$ cat config.mk
export PLATFORM = sky130hd
export DESIGN_NAME = regfile_sb
export DESIGN_NICKNAME = d
export VERILOG_FILES = /design/src/rtl/regfile_sb.sv
export SDC_FILE = /design/constraint.sdc
export NUM_CORES = 1
export LEC_CHECK = 0
export CORE_MARGIN = 2
export CORE_UTILIZATION = 56
export CTS_BUF_LIST = sky130_fd_sc_hd__clkbuf_8
export CTS_CLUSTER_DIAMETER = 50
export DETAILED_ROUTE_END_ITERATION = 6
export PLACE_DENSITY = 0.87
export SYNTH_ARGS = -nofsm -noshare
export SYNTH_HDL_FRONTEND = slang
export SYNTH_SLANG_ARGS = --single-unit
$ cat constraint.sdc
create_clock -name clock -period 4.35 [get_ports clock]
set_clock_uncertainty 0.05 [all_clocks]
set_input_delay 1.305 -clock clock [delete_from_list [all_inputs] [get_ports clock]]
set_output_delay 1.305 -clock clock [all_outputs]
set_load 0.03 [all_outputs]
$ cat src/rtl/regfile_sb.sv
// Register file with a per-register pending-write scoreboard, two read ports, one issue and one write-back port.
// Latency: reads are combinational; write data, pending bits, pend_cnt and wb_err update at the next rising edge.
// Backpressure: none; every issue and write-back is accepted in the cycle it is presented.
module regfile_sb #(
    parameter int DATA_W     = 4,
    parameter int NUM_REGS   = 16,
    parameter int ZERO_REG   = 1,
    parameter int RESET_MODE = 1,
    parameter int BYPASS     = 1,
    localparam int ADDR_W    = $clog2(NUM_REGS),
    localparam int CNT_W     = $clog2(NUM_REGS + 1)
) (
    input  logic              clock,
    input  logic              reset,
    input  logic [ADDR_W-1:0] rd_addr1,
    input  logic [ADDR_W-1:0] rd_addr2,
    output logic [DATA_W-1:0] rd_data1,
    output logic [DATA_W-1:0] rd_data2,
    output logic              rd_pend1,
    output logic              rd_pend2,
    input  logic              iss_en,
    input  logic [ADDR_W-1:0] iss_addr,
    input  logic              wr_en,
    input  logic [ADDR_W-1:0] wr_addr,
    input  logic [DATA_W-1:0] wr_data,
    output logic [CNT_W-1:0]  pend_cnt,
    output logic              wb_err
);

    localparam bit ZR = (ZERO_REG != 0);
    localparam bit BP = (BYPASS != 0);

    logic [DATA_W-1:0]   mem_q [NUM_REGS];
    logic [NUM_REGS-1:0] pend_q, pend_d;
    logic [CNT_W-1:0]    cnt_q, cnt_d;
    logic                err_q, err_d;
    logic                wr_ok, iss_ok;

    // Qualify strobes: the hardwired zero register swallows writes and issues.
    always_comb begin
        wr_ok  = wr_en  && !(ZR && (wr_addr  == '0));
        iss_ok = iss_en && !(ZR && (iss_addr == '0));
    end

    // Next scoreboard state: clear on write-back, then set on issue so a new producer wins.
    always_comb begin
        pend_d = pend_q;
        if (wr_ok) begin
            pend_d[wr_addr] = 1'b0;
        end
        if (iss_ok) begin
            pend_d[iss_addr] = 1'b1;
        end
        cnt_d = '0;
        for (int i = 0; i < NUM_REGS; i++) begin
            cnt_d = cnt_d + CNT_W'(pend_d[i]);
        end
        err_d = err_q | (wr_ok & ~pend_q[wr_addr]);
    end

    // Register storage; reset image is either all zeros or each register's own index.
    always_ff @(posedge clock or posedge reset) begin
        if (reset) begin
            for (int i = 0; i < NUM_REGS; i++) begin
                mem_q[i] <= (RESET_MODE != 0) ? DATA_W'(i) : '0;
            end
        end else if (wr_ok) begin
            mem_q[wr_addr] <= wr_data;
        end
    end

    // Scoreboard bits, their population count and the sticky spurious write-back flag.
    always_ff @(posedge clock or posedge reset) begin
        if (reset) begin
            pend_q <= '0;
            cnt_q  <= '0;
            err_q  <= 1'b0;
        end else begin
            pend_q <= pend_d;
            cnt_q  <= cnt_d;
            err_q  <= err_d;
        end
    end

    // Read port 1: zero register, then same-cycle forwarding, then storage.
    always_comb begin
        rd_data1 = mem_q[rd_addr1];
        rd_pend1 = pend_q[rd_addr1];
        if (ZR && (rd_addr1 == '0)) begin
            rd_data1 = '0;
            rd_pend1 = 1'b0;
        end else if (BP && wr_en && (wr_addr == rd_addr1)) begin
            rd_data1 = wr_data;
            rd_pend1 = 1'b0;
        end
    end

    // Read port 2: identical priority to port 1 so both agree on a shared address.
    always_comb begin
        rd_data2 = mem_q[rd_addr2];
        rd_pend2 = pend_q[rd_addr2];
        if (ZR && (rd_addr2 == '0)) begin
            rd_data2 = '0;
            rd_pend2 = 1'b0;
        end else if (BP && wr_en && (wr_addr == rd_addr2)) begin
            rd_data2 = wr_data;
            rd_pend2 = 1'b0;
        end
    end

    assign pend_cnt = cnt_q;
    assign wb_err   = err_q;

endmodule

Word level (Yosys, flattened, before mapping)
Cells that the tools add are included.

Add/subtract/negate cells: 15. Multipliers: 0. Div/mod/pow operators: 0. Order comparisons: 10. Equality and inequality tests: 2. Shift operators: 0. Multiplexer cells: 29. Bitwise operators: 9. Reduce and logical (&&, ||, !) cells: 13.

Operators with widths (count): bitwise mux 64 bit (1); adder 5 x 1 -> 5 bit (11); two-way mux 4 bit (9); binary-select mux 4 bit (select 4 bit) (2); two-way mux 16 bit (2); less-than comparator 4 x 5 -> 1 bit (second input constant) (4); AND 16 bit (1); demux 4 bit (select 4 bit) (1); logical NOT 4 bit (4); inverter 16 bit (1); bitwise OR 16 bit (1); >= comparator 5 bit (second input constant) (3); inverter 4 -> 5 bit (3); binary-select mux 1 bit (select 4 bit) (3); two-way mux 1 bit (9); demux 1 bit (select 4 bit) (2); == test 4 bit (2); >= comparator 4 x 1 -> 1 bit (second input constant) (2); logical AND 1 bit (7); adder 4 x 1 -> 5 bit (1); less-than comparator 5 x 1 -> 1 bit (second input constant) (1); adder 3 x 1 -> 4 bit (1); adder 2 x 1 -> 3 bit (1); adder 1 x 1 -> 2 bit (1); other kinds (4) (5).

Flip-flop bits (word level): 86. Bits in latches: 0. Memory bits (writable): 0. ROM bits: 0. Input port bits: 24. Output and inout port bits: 16. Memories kept: 0.

Logic depth before layout (Yosys ltp)
Gate-level depths: netlist of run 1.

Word-level depth: 24. Mapped depth: 16. Depth with buffers taken out: 16.

Worst setup path after synthesis of run 1
Ideal clock, no wire load.

Path kind: input -> register. Start: input wr_en. End: register cnt_q[4] (netlist: pend_cnt[4]). Library setup time: 119 ps. Arrival time: 4987 ps. Required time: 4181 ps. Setup slack: -806 ps. Cell stages on the path: 14. Cell sequence: nor2b_1 nor2b_1 nor2b_1 o32ai_1 fa_1 inv_1 fa_1 fa_1 inv_1 fa_1 ha_1 fa_1 a21oi_1 nor2b_1.

RTL lines: from (decl) (RTL line 23) `input logic wr_en,`; logical AND 1 bit * (RTL line 41) `wr_ok = wr_en && !(ZR && (wr_addr == '0));`; two-way mux 16 bit * (RTL line 48) `if (wr_ok) begin`; bitwise OR 16 bit (no source line); two-way mux 16 bit * (RTL line 51) `if (iss_ok) begin`; named net pend_d[3] (RTL line 34) `logic [NUM_REGS-1:0] pend_q, pend_d;`; adder 3 x 1 -> 4 bit * (RTL line 56) `cnt_d = cnt_d + CNT_W'(pend_d[i]);`; adder 4 x 1 -> 5 bit * (RTL line 56); adder 5 x 1 -> 5 bit * (11 in series) (RTL line 56); named net cnt_d[4] (RTL line 35) `logic [CNT_W-1:0] cnt_q, cnt_d;`; to (signal assigned) (RTL line 80) `cnt_q <= cnt_d;`; to (decl) (RTL line 35).

Mark *: on every way through the listed nets, which the timed path passes. The rest lies on a longest branch. A chain may end at the register's enable or synchronous reset.

Worst setup path in the final report of run 1
Start: input iss_addr[0]. End: register cnt_q[4] (netlist: pend_cnt[4]).

RTL lines: from (decl) (RTL line 22) `input logic [ADDR_W-1:0] iss_addr,`; less-than comparator 4 x 5 -> 1 bit (implied by the code) or >= comparator 4 x 1 -> 1 bit (tied branches) (RTL line 52) `pend_d[iss_addr] = 1'b1;`; logical AND 1 bit (implied by the code) (RTL line 52); two-way mux 1 bit (implied by the code) (RTL line 52); demux 1 bit (select 4 bit) (RTL line 52); bitwise OR 16 bit (no source line); two-way mux 16 bit * (RTL line 51); named net pend_d[3] (RTL line 34); adder 3 x 1 -> 4 bit * (RTL line 56); adder 4 x 1 -> 5 bit * (RTL line 56); adder 5 x 1 -> 5 bit * (11 in series) (RTL line 56); named net cnt_d[4] (RTL line 35).

Marked as above.

==> results of run 1 <==
[cells in the final DEF, fill, tap and decap left out, drive strengths merged, types with 2 or more instances in the layout]
cell           count
a2111oi            2
nor2              12
nand3             28
clkbuf            10
buf              147
a211oi             3
dfstp             32
mux2              68
a21oi              9
nor2b             13
o21ai              8
xnor2              4
bufbuf             3
inv               20
nand3b             3
nand2             14
o31ai              2
mux2i              7
nand2b             5
bufinv             4
clkdlybuf4s50     11
clkdlybuf4s15      7
ha                 5
and3               3
dlygate4sd2        5
xor2               6
dfrtp             54
mux4              43
or4               10
clkinvlp           2
fa                10
nor4               2
[how the worst max path moves through the flow]
stage | from | slack, ps | endpoint | depth (start not counted)
floorplan | wr_en | -470 | pend_cnt[4] | 14
finish | iss_addr[0] | -330 | pend_cnt[4] | 13
global placement | wr_en | -1070 | pend_cnt[4] | 15
global route | iss_addr[0] | -420 | pend_cnt[4] | 15
detailed placement | wr_addr[2] | -1260 | pend_cnt[4] | 15
CTS | wr_en | -400 | pend_cnt[4] | 15
[cell type report]
class / count / area, µm²
Tap cell: 129 / 161
Sequential cell: 86 / 2190
Clock inverter: 7 / 139
Clock buffer: 9 / 124
Multi-Input combinational cell: 271 / 3250
Inverter: 20 / 76.3
Timing Repair Buffer: 174 / 1610
Fill cell: 461 / 1680
[synth_stat cells, drive strengths merged, types with 7 or more instances]
library cell | instances | area share (%)
nand2 | 14 | 0.98
mux4 | 43 | 18
nor2 | 12 | 0.84
buf | 18 | 2.6
mux2 | 68 | 14
dfstp | 32 | 16
mux2i | 7 | 1.3
nor2b | 13 | 1.5
inv | 20 | 1.4
o21ai | 8 | 0.75
a21oi | 9 | 0.84
or4 | 10 | 1.4
nand3 | 28 | 2.6
fa | 10 | 3.7
dfrtp | 54 | 25
clkbuf | 13 | 0.91
[metrics by stage]
stage	utilization (%)	TNS, ps	instance area, µm²
6_report	81.8	-1300	7560
5_1_grt	81.8	-1670	7560
4_1_cts	80.5	-2290	7440
3_5_place_dp	70.7	-9790	6540
3_3_place_gp	70.7	-8370	6540
2_1_floorplan	-	-1720	5450
[worst register-to-register path, stage by stage, from the launching register on]
cell and delay, ps:
dfrtp_1 460, a22o_4 300, fa_1 520, inv_1 50
fa_1 510, fa_1 450, inv_2 80, fa_2 450
ha_4 180, fa_2 380, a21oi_2 130, nor2b_1 60
[where the power goes]
part / internal (mW) / total (mW) / leakage (nW) / switching [mW]
registers: 1.05 / 1.22 / 0.996 / 0.167
clock network: 0.437 / 0.754 / 0.127 / 0.317
logic: 0.958 / 1.83 / 2.17 / 0.870
total: 2.45 / 3.80 / 3.29 / 1.35
[per-layer routing]
| layer | track usage, % | up-vias | share of wire (%) |
|---|---|---|---|
| met5 | 0 | - | 0 |
| met4 | 29.2 | 0 | 6.9 |
| met3 | 8.90 | 120 | 8.4 |
| met2 | 62.2 | 325 | 50 |
| met1 | 41.3 | 2374 | 34 |
| li1 | - | 1837 | - |
[timing repair]
| action | 4_1_cts | 5_1_grt |
|---|---|---|
| pin swaps | 29 | 19 |
| gates cloned | 4 | 0 |
| gates resized for setup | 101 | 26 |
| setup buffers | 39 | 8 |
| setup endpoints to repair | 15 | 19 |
| hold buffers | 0 | 0 |
[state kept, by name, indices dropped and copies added (netlist names)]
name      count
wb_err        1
pend_cnt      5
mem_q        64
pend_q       16
[logic make-up after synthesis]
| kind of cell | Yosys count | synth area share, % |
|---|---|---|
| multiplexers | 118 | 33.8 |
| flip-flops | 86 | 41.0 |
| AO/OA/AOI/OAI | 33 | 4.02 |
| XOR/XNOR | 10 | 1.64 |
| buffers and inverters | 51 | 4.87 |
| adder cells (fa/ha/maj) | 15 | 4.91 |
| AND/OR/NAND/NOR | 95 | 9.76 |
==> results.sh, run 1 <==
export IMPL_clk_path_buf_depth=2
export IMPL_port_buffers=39
export IMPL_ir_drop_mv=0.733
export IMPL_ys_flop_type="dfrtp_1"
export IMPL_synth_edf_count=0
export IMPL_worst_setup_path_type="in -> reg"
export IMPL_fp_dieArea_um2=10300
export IMPL_hold_viol=0
export IMPL_leakagePower_nw=3.29
export IMPL_fin_cells=696
export IMPL_place_inst=635
export IMPL_async_flop_share_pct=100
export IMPL_wl_per_cell_um=26.8
export IMPL_ios=40
export IMPL_cts_root_buf="clkbuf_8"
export IMPL_cts_max_level=3
export IMPL_die_h_um=102
export IMPL_synth_distinct_cells=44
export IMPL_finalSetupViolations=9
export IMPL_status="finished, violations left"
export IMPL_critPathMostFrequentCell="fa_1"
export IMPL_drv_slew=0
export IMPL_area_growth_pct=41.3
export IMPL_hp_start="mem_q[61]"
export IMPL_cp_num_buf_inv=3
export IMPL_firstDrtPassIters=5
export IMPL_syn_area_um2=5350
export IMPL_crit_arrival_ps=4920
export IMPL_diodes=0
export IMPL_hp_class="reg -> reg"
export IMPL_yosysWarnings=0
export IMPL_crit_path_max_fanout=3
export IMPL_dp_hpwl_um=10700
export IMPL_total_power_mw=3.80
export IMPL_timing_fmax_mhz=214
export IMPL_setup_ws_ps=-332
export IMPL_drtAntennaViolNets=0
export IMPL_layout_drive_gt1_share_pct=66.0
export IMPL_critical_path_max_stage_delay_ps=530
export IMPL_worstPathRequired_ps=4580
export IMPL_yosysSeqAreaShare_pct=41.0
export IMPL_vias=4656
export IMPL_relSlewSlack_pct=39.1
export IMPL_reg2reg_slack_ps=620
export IMPL_power_density_nw_per_um2=503
export IMPL_start_util_pct=57.9
export IMPL_r2r_end="pend_cnt[4]"
export IMPL_grt_pass1_vias=4996
export IMPL_rr_worst_depth=11
export IMPL_rsz0062_at_grt="true"
export IMPL_via_per_inst=6.69
export IMPL_holdWs_ps=364
export IMPL_core_um2=9240
export IMPL_period_share_pct=108
export IMPL_cpLargestDelayFamily="adder cells"
export IMPL_numCtsBuffers=9
export IMPL_grt_pass1_wl_um=27800
export IMPL_clock_sinks=86
export IMPL_drcViolationCount=0
export IMPL_end_kind="register"
export IMPL_grt_max_degree=50
export IMPL_violations="setup timing"
export IMPL_antenna_found_initial=0
export IMPL_avgSynthCellArea_um2=13.1
export IMPL_worst_pin_slew_ps=913
export IMPL_slowest_stage="fa_1"
export IMPL_crit_chain="clkdlybuf4s15_1 -> nand3_2 -> o32ai_4 -> fa_1 -> inv_1 -> fa_1 -> fa_1 -> inv_2 -> fa_2 -> ha_4 -> fa_2 -> a21oi_2 -> nor2b_1"
export IMPL_grt_ovfl_total=0
export IMPL_path_clk_slew_ps=90
export IMPL_gp_congestion=0.983
export IMPL_clock_latency_ps=390
export IMPL_fp_dieW_um=102
export IMPL_grt_usage_pct=37.5
export IMPL_r2r_start="pend_q[1]"
export IMPL_fin_nets=601
export IMPL_max_cap_violations=0
export IMPL_min_path_cells=0
export IMPL_rows=35
export IMPL_syn_num_nets=447
export IMPL_cts_tree="yes"
export IMPL_drt_iter0_markers=443
export IMPL_preCtsSetupSlack_ps=-1260
export IMPL_start_kind="input pin"
export IMPL_synth_seq_cells=86
export IMPL_routed_wl_um=18700
export IMPL_hold_end="mem_q[61]"
export IMPL_postSynthCellCount=408
export IMPL_period_needed_ps=4680
(Power assumes the default switching activity.)
==> inputs of run 2 (changes only) <==
--- a/config.mk
+++ b/config.mk
@@ -5,12 +5,15 @@
 export SDC_FILE = /design/constraint.sdc
 export NUM_CORES = 1
 export LEC_CHECK = 0
+export CAP_MARGIN = 25
 export CORE_MARGIN = 2
 export CORE_UTILIZATION = 56
 export CTS_BUF_LIST = sky130_fd_sc_hd__clkbuf_8
 export CTS_CLUSTER_DIAMETER = 50
 export DETAILED_ROUTE_END_ITERATION = 6
 export PLACE_DENSITY = 0.87
+export SETUP_SLACK_MARGIN = 0.2
+export SLEW_MARGIN = 20
 export SYNTH_ARGS = -nofsm -noshare
 export SYNTH_HDL_FRONTEND = slang
 export SYNTH_SLANG_ARGS = --single-unit
==> results.sh, run 2 (synthesis gave the netlist of run 1 again) <==
export IMPL_vias=4255
export IMPL_crit_arrival_ps=4950
export IMPL_status="finished, violations left"
export IMPL_r2r_end="pend_cnt[4]"
export IMPL_final_area_um2=7360
export IMPL_fp_dieW_um=102
export IMPL_die_h_um=102
export IMPL_final_cell_mix="buf_4, mux2_2, dfrtp_1, mux4_2, dfstp_2"
export IMPL_period_needed_ps=4730
export IMPL_grt_pass1_vias=4594
export IMPL_wl_per_cell_um=24.5
export IMPL_cts_tree="yes"
export IMPL_violations="setup timing"
export IMPL_clock_sinks=86
export IMPL_critical_path_max_stage_delay_ps=560
export IMPL_cts_root_buf="clkbuf_8"
export IMPL_clk_path_buf_depth=2
export IMPL_relSlewSlack_pct=60.7
export IMPL_slowest_stage="fa_1"
export IMPL_area_growth_pct=37.6
export IMPL_drcViolationCount=0
export IMPL_leakagePower_nw=3.13
export IMPL_diodes=0
export IMPL_clock_latency_ps=370
export IMPL_timing_fmax_mhz=212
export IMPL_hold_end="mem_q[60]"
export IMPL_multi_input_area_um2=3330
export IMPL_rr_worst_depth=13
export IMPL_crit_chain="buf_6 -> buf_8 -> nand3b_1 -> o21ai_2 -> o31ai_4 -> fa_1 -> inv_2 -> fa_1 -> fa_1 -> inv_1 -> fa_2 -> ha_4 -> fa_2 -> a21oi_2 -> nor2b_1"
export IMPL_power_density_nw_per_um2=488
export IMPL_min_path_cells=0
export IMPL_routed_wl_um=16400
export IMPL_critPathMostFrequentCell="fa_1"
export IMPL_worstPathRequired_ps=4570
export IMPL_start_util_pct=57.9
export IMPL_antenna_found_initial=0
export IMPL_dp_hpwl_um=10600
export IMPL_fin_nets=572
export IMPL_max_cap_violations=0
export IMPL_grt_max_degree=87
export IMPL_ctsHoldBuffers=0
export IMPL_reg2reg_slack_ps=670
export IMPL_hp_start="mem_q[60]"
export IMPL_rows=35
export IMPL_period_share_pct=109
export IMPL_ios=40
export IMPL_hp_class="reg -> reg"
export IMPL_gp_congestion=0.965
export IMPL_final_common_cell="buf_4"
export IMPL_fillCellCount=471
export IMPL_max_flop_register="mem_q"
export IMPL_grt_pass1_wl_um=25300
export IMPL_ir_drop_mv=0.561
export IMPL_setup_ws_ps=-378
export IMPL_grt_usage_pct=33.9
export IMPL_via_per_inst=6.38
export IMPL_layout_drive_gt1_share_pct=67.7
export IMPL_cts_max_level=3
export IMPL_start_kind="input pin"
export IMPL_fin_setup_tns_ps=-1750
export IMPL_finalSetupViolations=11
export IMPL_core_um2=9240
export IMPL_largest_reg_flops=64
export IMPL_rsz0062_at_grt="true"
export IMPL_preCtsSetupSlack_ps=-1110
export IMPL_drtAntennaViolNets=0
export IMPL_hold_viol=0
export IMPL_numCtsBuffers=9
export IMPL_end_kind="register"
export IMPL_r2r_start="pend_q[11]"
export IMPL_drt_iter0_markers=300
export IMPL_firstDrtPassIters=4
export IMPL_port_buffers=39
export IMPL_ff_latch_area_um2=2190
export IMPL_path_clk_slew_ps=90
export IMPL_worst_setup_path_type="in -> reg"
export IMPL_drv_slew=0
export IMPL_dpl_cell_area_um2=6530
export IMPL_fp_dieArea_um2=10300
export IMPL_holdWs_ps=355
export IMPL_crit_path_max_fanout=6
export IMPL_worst_pin_slew_ps=588
export IMPL_grt_ovfl_total=0
## run 2: layout make-up
class                   instances  share of cell area [%]
clock buffers                  10                    1.87
clock inverters                 6                   0.850
inverters                      20                    1.04
multi-input cells             271                    45.3
flip-flops and latches         86                    29.8
well taps                     129                    2.19
repair buffers                145                    19.0
## run 2: worst max-delay path by stage
stage | cells past startpoint | endpoint | start
after floorplan | 14 | pend_cnt[4] | wr_en
after global placement | 15 | pend_cnt[4] | wr_addr[2]
after detailed placement | 15 | pend_cnt[4] | wr_addr[2]
after CTS | 15 | pend_cnt[4] | wr_addr[2]
after global routing | 15 | pend_cnt[4] | wr_addr[3]
final | 15 | pend_cnt[4] | wr_addr[3]
## run 2: layer usage
layer | up-vias | GRT usage, % | wire (µm)
met5 | - | 0 | 0
met3 | 72 | 7.66 | 1280
met4 | 0 | 16.8 | 731
met1 | 2175 | 42.9 | 6080
met2 | 235 | 55.2 | 8280
li1 | 1773 | - | -
## run 2: worst max-delay path: cells and delay by family
kind	cells	cell delay, ps
AO/OA/AOI/OAI	3	450
AND/OR/NAND/NOR	2	320
buffers and inverters	4	350
adder cells (fa/ha/maj)	6	2510
## run 2: what timing repair did
| action | CTS | global route |
|---|---|---|
| gates resized for setup | 140 | 23 |
| pin swaps | 44 | 25 |
| cloned | 3 | 0 |
| setup buffers | 15 | 3 |
| setup endpoints to repair | 15 | 15 |
## run 2: per-stage QoR
step           instances  power, mW  utilization, %
4_1_cts              664       3.50            78.3
3_3_place_gp         630       2.66            70.7
5_1_grt              667       3.85            79.6
3_5_place_dp         630       2.78            70.7
6_report             667       3.59            79.6
2_1_floorplan        408       2.24               -
## run 2: where the power goes
part,leakage [nW],internal [mW],switching [mW]
logic,2.03,0.954,0.850
registers,0.996,1.05,0.155
clock network,0.0997,0.279,0.303
